### src/rtl/rice_pkg.sv
// Shared definitions for the Rice encoder datapath: widths, escape code,
// scheduler state encoding and the signed-to-unsigned fold.
package rice_pkg;

    localparam int unsigned SAMPLE_W    = 16;
    localparam int unsigned PARAM_W     = 4;
    localparam int unsigned RICE_ESCAPE = 15;

    typedef enum logic [1:0] {
        StFill   = 2'd0,
        StChoose = 2'd1,
        StDrain  = 2'd2
    } sched_state_e;

    // Zig-zag fold: s >= 0 -> 2s, s < 0 -> -2s-1.
    function automatic logic [SAMPLE_W-1:0] fold(input logic signed [SAMPLE_W-1:0] s);
        return {s[SAMPLE_W-2:0], 1'b0} ^ {SAMPLE_W{s[SAMPLE_W-1]}};
    endfunction

endpackage

### src/rtl/rice_partition_scheduler_if.sv
// Sample-in / sample-out bus of the partition scheduler.
// Optional override inputs exist only when RICE_PARAM_OVERRIDE_EN is defined.
interface rice_partition_scheduler_if;
    import rice_pkg::*;

    logic                       iValid;
    logic signed [SAMPLE_W-1:0] iSample;
    logic                       oReady;
    logic signed [SAMPLE_W-1:0] oSample;
    logic [PARAM_W-1:0]         oRiceParam;
    logic                       oValid;
    logic                       oParamValid;
    logic                       oPartDone;
`ifdef RICE_PARAM_OVERRIDE_EN
    logic                       iOverrideEn;
    logic [PARAM_W-1:0]         iOverrideParam;

    modport slave (
        input  iValid, iSample, iOverrideEn, iOverrideParam,
        output oReady, oSample, oRiceParam, oValid, oParamValid, oPartDone
    );
    modport master (
        output iValid, iSample, iOverrideEn, iOverrideParam,
        input  oReady, oSample, oRiceParam, oValid, oParamValid, oPartDone
    );
`else
    modport slave (
        input  iValid, iSample,
        output oReady, oSample, oRiceParam, oValid, oParamValid, oPartDone
    );
    modport master (
        output iValid, iSample,
        input  oReady, oSample, oRiceParam, oValid, oParamValid, oPartDone
    );
`endif

endinterface

### src/rtl/rice_param_search.sv
// Accumulates folded magnitudes of a partition and steps the Rice parameter
// candidate k until PART_SIZE<<k covers the sum or k reaches MAX_PARAM.
module rice_param_search
    import rice_pkg::*;
#(
    parameter int unsigned PART_SIZE = 16,
    parameter int unsigned LOG2_PART = 4,
    parameter int unsigned MAX_PARAM = 14
) (
    input  logic                iClock,
    input  logic                iReset,
    input  logic                i_clear,
    input  logic                i_accum,
    input  logic [SAMPLE_W-1:0] i_fold,
    input  logic                i_step,
    output logic [PARAM_W-1:0]  o_k,
    output logic                o_done
);

    localparam int unsigned SUM_W = LOG2_PART + 17;

    logic [SUM_W-1:0]   r_sum;
    logic [PARAM_W-1:0] r_k;
    logic [SUM_W-1:0]   w_thresh;

    // Candidate acceptance for the current k.
    always_comb begin
        w_thresh = SUM_W'(PART_SIZE) << r_k;
        o_done   = (w_thresh >= r_sum) || (r_k == PARAM_W'(MAX_PARAM));
        o_k      = r_k;
    end

    // Sum accumulation during fill, k stepping during the search.
    always_ff @(posedge iClock) begin
        if (iReset || i_clear) begin
            r_sum <= '0;
            r_k   <= '0;
        end else begin
            if (i_accum) begin
                r_sum <= r_sum + SUM_W'(i_fold);
            end
            if (i_step && !o_done) begin
                r_k <= r_k + PARAM_W'(1);
            end
        end
    end

endmodule

### src/rtl/rice_partition_scheduler.sv
// Buffers one partition of residuals, picks its Rice parameter and replays
// the samples one per cycle. Optional macro: RICE_PARAM_OVERRIDE_EN adds an
// external parameter override applied on the first CHOOSE cycle.
module rice_partition_scheduler
    import rice_pkg::*;
#(
    parameter int unsigned PART_SIZE = 16,
    parameter int unsigned LOG2_PART = 4,
    parameter int unsigned MAX_PARAM = 14
) (
    input  logic                     iClock,
    input  logic                     iReset,
    rice_partition_scheduler_if.slave bus
);

    sched_state_e               r_state;
    sched_state_e               w_state_next;
    logic [LOG2_PART-1:0]       r_count;
    logic signed [SAMPLE_W-1:0] r_buf [PART_SIZE];
    logic signed [SAMPLE_W-1:0] r_sample;
    logic [PARAM_W-1:0]         r_param;
    logic                       r_valid;
    logic                       r_param_valid;
    logic                       r_part_done;

    logic                       w_accept;
    logic                       w_last_in;
    logic                       w_drain_end;
    logic [PARAM_W-1:0]         w_k;
    logic                       w_done;
    logic                       w_choose_done;
    logic [PARAM_W-1:0]         w_param_sel;

    assign w_accept    = bus.iValid && (r_state == StFill);
    assign w_last_in   = w_accept && (r_count == LOG2_PART'(PART_SIZE - 1));
    // r_part_done marks the cycle showing the last sample; leave DRAIN after it.
    assign w_drain_end = (r_state == StDrain) && r_part_done;

`ifdef RICE_PARAM_OVERRIDE_EN
    logic w_override;
    assign w_override    = bus.iOverrideEn && (w_k == '0);
    assign w_choose_done = w_done || w_override;
    assign w_param_sel   = !w_override ? w_k :
                           (bus.iOverrideParam > PARAM_W'(MAX_PARAM)) ? PARAM_W'(MAX_PARAM) :
                           bus.iOverrideParam;
`else
    assign w_choose_done = w_done;
    assign w_param_sel   = w_k;
`endif

    rice_param_search #(
        .PART_SIZE (PART_SIZE),
        .LOG2_PART (LOG2_PART),
        .MAX_PARAM (MAX_PARAM)
    ) u_search (
        .iClock  (iClock),
        .iReset  (iReset),
        .i_clear (w_drain_end),
        .i_accum (w_accept),
        .i_fold  (fold(bus.iSample)),
        .i_step  (r_state == StChoose),
        .o_k     (w_k),
        .o_done  (w_done)
    );

    // State register.
    always_ff @(posedge iClock) begin
        if (iReset) begin
            r_state <= StFill;
        end else begin
            r_state <= w_state_next;
        end
    end

    // Next-state decode.
    always_comb begin
        w_state_next = r_state;
        unique case (r_state)
            StFill:   if (w_last_in)     w_state_next = StChoose;
            StChoose: if (w_choose_done) w_state_next = StDrain;
            StDrain:  if (r_part_done)   w_state_next = StFill;
            default:                     w_state_next = StFill;
        endcase
    end

    // Partition buffer write; contents need no reset.
    always_ff @(posedge iClock) begin
        if (w_accept) begin
            r_buf[r_count] <= bus.iSample;
        end
    end

    // Index counter, parameter latch and registered replay outputs.
    always_ff @(posedge iClock) begin
        if (iReset) begin
            r_count       <= '0;
            r_sample      <= '0;
            r_param       <= '0;
            r_valid       <= 1'b0;
            r_param_valid <= 1'b0;
            r_part_done   <= 1'b0;
        end else begin
            r_valid       <= 1'b0;
            r_param_valid <= 1'b0;
            r_part_done   <= 1'b0;
            unique case (r_state)
                StFill: begin
                    if (w_accept) begin
                        r_count <= r_count + LOG2_PART'(1);
                    end
                end
                StChoose: begin
                    if (w_choose_done) begin
                        r_param <= w_param_sel;
                    end
                end
                StDrain: begin
                    // Counter wraps to 0 on the last read, ready for the next fill.
                    if (!r_part_done) begin
                        r_sample      <= r_buf[r_count];
                        r_valid       <= 1'b1;
                        r_param_valid <= (r_count == '0);
                        r_part_done   <= (r_count == LOG2_PART'(PART_SIZE - 1));
                        r_count       <= r_count + LOG2_PART'(1);
                    end
                end
                default: r_count <= '0;
            endcase
        end
    end

    assign bus.oReady      = (r_state == StFill);
    assign bus.oSample     = r_sample;
    assign bus.oRiceParam  = r_param;
    assign bus.oValid      = r_valid;
    assign bus.oParamValid = r_param_valid;
    assign bus.oPartDone   = r_part_done;

endmodule

### src/flat_wrapper.sv
// flat-port wrapper written by rule: the top's interface ports become plain ports
module rice_partition_scheduler_flat import rice_pkg::*;
#(
    parameter int unsigned PART_SIZE = 16,
    parameter int unsigned LOG2_PART = 4,
    parameter int unsigned MAX_PARAM = 14
)
  (iClock, iReset, bus_iValid, bus_iSample, bus_oReady, bus_oSample, bus_oRiceParam, bus_oValid, bus_oParamValid, bus_oPartDone);
  rice_partition_scheduler_if bus_i ();
  input  logic iClock;
  input  logic iReset;
  input wire logic [$bits(bus_i.iValid)-1:0] bus_iValid;
  input wire logic [$bits(bus_i.iSample)-1:0] bus_iSample;
  output wire logic [$bits(bus_i.oReady)-1:0] bus_oReady;
  output wire logic [$bits(bus_i.oSample)-1:0] bus_oSample;
  output wire logic [$bits(bus_i.oRiceParam)-1:0] bus_oRiceParam;
  output wire logic [$bits(bus_i.oValid)-1:0] bus_oValid;
  output wire logic [$bits(bus_i.oParamValid)-1:0] bus_oParamValid;
  output wire logic [$bits(bus_i.oPartDone)-1:0] bus_oPartDone;
  assign bus_i.iValid = bus_iValid;
  assign bus_i.iSample = bus_iSample;
  assign bus_oReady = bus_i.oReady;
  assign bus_oSample = bus_i.oSample;
  assign bus_oRiceParam = bus_i.oRiceParam;
  assign bus_oValid = bus_i.oValid;
  assign bus_oParamValid = bus_i.oParamValid;
  assign bus_oPartDone = bus_i.oPartDone;
  rice_partition_scheduler #(.PART_SIZE(PART_SIZE), .LOG2_PART(LOG2_PART), .MAX_PARAM(MAX_PARAM)) u_core (.iClock(iClock), .iReset(iReset), .bus(bus_i));
endmodule
### config.mk
export PLATFORM = sky130hd
export DESIGN_NAME = rice_partition_scheduler_flat
export DESIGN_NICKNAME = d
export VERILOG_FILES = /design/src/rtl/rice_pkg.sv /design/src/rtl/rice_partition_scheduler_if.sv /design/src/rtl/rice_param_search.sv /design/src/rtl/rice_partition_scheduler.sv /design/src/flat_wrapper.sv
export SDC_FILE = /design/constraint.sdc
export NUM_CORES = 1
export LEC_CHECK = 0
export BUFFER_PORTS_ARGS = -buffer_cell sky130_fd_sc_hd__buf_2
export CORE_MARGIN = 3
export CORE_UTILIZATION = 60
export CTS_CLUSTER_DIAMETER = 200
export DETAILED_ROUTE_END_ITERATION = 12
export GPL_TIMING_DRIVEN = 0
export PLACE_DENSITY_LB_ADDON = 0.05
export REMOVE_ABC_BUFFERS = 1
export SYNTH_ARGS = -nofsm -noshare
export SYNTH_HDL_FRONTEND = slang
export SYNTH_SLANG_ARGS = --single-unit
### constraint.sdc
create_clock -name iClock -period 3.08 [get_ports iClock]
set_input_delay 0.308 -clock iClock [delete_from_list [all_inputs] [get_ports iClock]]
set_output_delay 0.308 -clock iClock [all_outputs]
set_load 0.01 [all_outputs]
==> reports/metrics.csv <==
metric,value,unit
cp_num_buf_inv,0,
cts_root_buf,clkbuf_16,
first_global_vias,7585,
area_growth,14.3,%
dieArea,23900,µm²
slowest_stage,o31ai_4,
hold_violations,0,
core,21400,µm²
cts.htree.levels,1,
synth_area_leader_cell,edfxtp_1,
tightest_slew,1.07,ns
slew_headroom,28.2,%
criticalPathCategory,reg -> reg,
start_util,62.0,%
synth_common_cells,"edfxtp_1, mux4_2, nand2_1, dfxtp_1, a21oi_1",
rows,53,
grt_start_max_net_pins,56,
cts_hold_buf,0,
antenna_found_initial,0,
slowest_delay,0.40,ns
fin_nets,943,
fin_worst_skew,0.00851,ns
synth_top_cells_by_area,"edfxtp_1, mux4_2, dfxtp_1, ha_1, nand2_1",
multiInputGateArea,4250,µm²
drc,0,
dpl_worst_slack,-0.156,ns
power_density,626,nW/µm²
ant_nets,0,
path_delay_family,compound AO/OA/AOI/OAI gates,
synth.most_common_cell,edfxtp_1,
worstPathArrival,3.33,ns
antennaDiodeCount,0,
status,completed,
ir_worst_vdd,623,µV
regArea,8780,µm²
synth-async-reset-ratio,0,%
cap_violations,0,
pin_count,43,
wl_per_cell,24.0,µm
cpMostUsedCell,ha_1,
grt_pass1_wl,43.9,mm
via_per_inst,6.27,
synth_ff_type,edfxtp_1,
maxSlewViolCount,0,
cts.sinks,310,
clkTransAtPathRegs,0.06,ns
cp_max_fo,6,
endpoint_kind,flop,
yosysUniqueCellTypes,54,
cts_buffers,31,
yosysSeqAreaShare,66.2,%
firstDrtPassIters,5,
min_period,2.91,ns
fin_ws,0.173,ns
vias,7410,
ys_ff_latch,310,
drtIter0Drc,595,
die_y,155,µm
synth_area,13200,µm²
clk_latency,0.56,ns
drive_gt1_share,24.9,%
synth_top_cell_area_share,58.0,%
syn_inst,820,
die_w,155,µm
synth_edf_count,256,
cp_data_required_time,3.50,ns
gp_congestion,0.891,
final.fill_count,1361,
critPathLaunchType,flop,
hold_class,in -> reg,
track_usage,24.0,%
hpwl,17.9,mm
portBuffers,42,
grt_setup_unrepaired,no,
avgSynthCellArea,16.2,µm²
cts_buffer_depth,3,
clock.fmax,0.344,GHz
finalCritPeriodShare,94.4,%
grt-ovfl-total,0,
yosysWarningCount,0,
path_cells,"ha_1, ha_1, nor2b_1, ha_1, and3_1, and3_1, o311ai_1, a211o_1, o31ai_4, mux2i_1, nor2_1",
final_core_util,70.9,%
leakage,5.17,nW
routed_wl,28.3,mm
setup_violations,0,
hold_slack,0.130,ns
cts_tree,yes,
[power by group]
part           switching [mW]  internal (mW)  total, mW
sequential             0.0745           4.61       4.68
combinational           0.491          0.392      0.883
clock                    1.56           2.35       3.91
[through the flow]
stage,cell area [µm²],cells,power (mW),TNS [ns]
floorplan,13100,781,5.39,-324.72
global placement,13600,1098,5.61,-845.22
detailed placement,14000,1122,5.64,-0.676
CTS,15100,1180,9.53,0
global route,15100,1181,9.80,0
finish,15100,1181,9.48,0
[logic make-up (layout without fill, tap and decap cells)]
group                    Yosys count  in the layout  synth area share [%]
flip-flops                       310            310                  66.2
XOR/XNOR                          31             31                  2.05
AO/OA/AOI/OAI                    109            109                  5.16
AND/OR/NAND/NOR                  175            175                  6.14
multiplexers                      86             86                  14.1
adder cells (fa/ha/maj)           43             43                  4.12
buffers and inverters             66            152                  2.25
[final cells by class]
type	count	area share, %
sequential	310	58.0
inverter	27	0.669
clock inverter	11	1.02
multi-input combinational	444	28.1
timing repair buffer	67	3.79
tap	275	2.27
clock buffer	47	6.18
[registers in the layout, summed over array words and instances (netlist names)]
register,cells
u_core.bus.oRiceParam,4
u_core.bus.oPartDone,1
u_core.r_state,2
u_core.u_search.r_sum,21
u_core.u_search.o_k,4
u_core.bus.oParamValid,1
u_core.bus.oSample,16
u_core.r_buf,256
u_core.bus.oValid,1
u_core.r_count,4
[routing by layer]
metal | up-vias | track usage, % | part of all wire, %
met5 | - | 0 | 0
met4 | 0 | 5.72 | 1.6
met3 | 33 | 3.53 | 5.6
met2 | 239 | 40.9 | 51
met1 | 3833 | 33.4 | 41
li1 | 3305 | - | -
[placed cells by master, fill, tap and decap left out, types with 14 or more instances in the layout]
cell       instances
buf_8             14
buf_2             42
dfxtp_1           49
inv_1             27
mux4_2            78
xor2_1            21
nor2_1            30
o21ai_0           15
clkbuf_16         31
a21oi_1           50
edfxtp_1         256
ha_1              42
nand2_1           69
[path summary, 6_finish.rpt]
kind,from,end,slack [ns],cells after the start
setup / recovery,u_core.u_search.o_k[1]$_SDFFE_PP0P_,u_core.bus.oRiceParam[1]$_SDFFE_PP0P_,0.17,11
hold / removal,bus_iSample[2],u_core.r_buf[15][2]$_DFFE_PP_,0.13,1
setup reg to reg,u_core.u_search.o_k[1]$_SDFFE_PP0P_,u_core.bus.oRiceParam[1]$_SDFFE_PP0P_,0.17,11
hold reg to reg,u_core.bus.oSample[9]$_SDFFE_PP0P_,u_core.bus.oSample[9]$_SDFFE_PP0P_,0.46,2
[timing repair]
action | 4_1_cts | 5_1_grt
setup buffers | 0 | 1
resized for setup | 0 | 2
endpoints found under the setup margin | 0 | 1
Power figures use the tool's default switching activity.
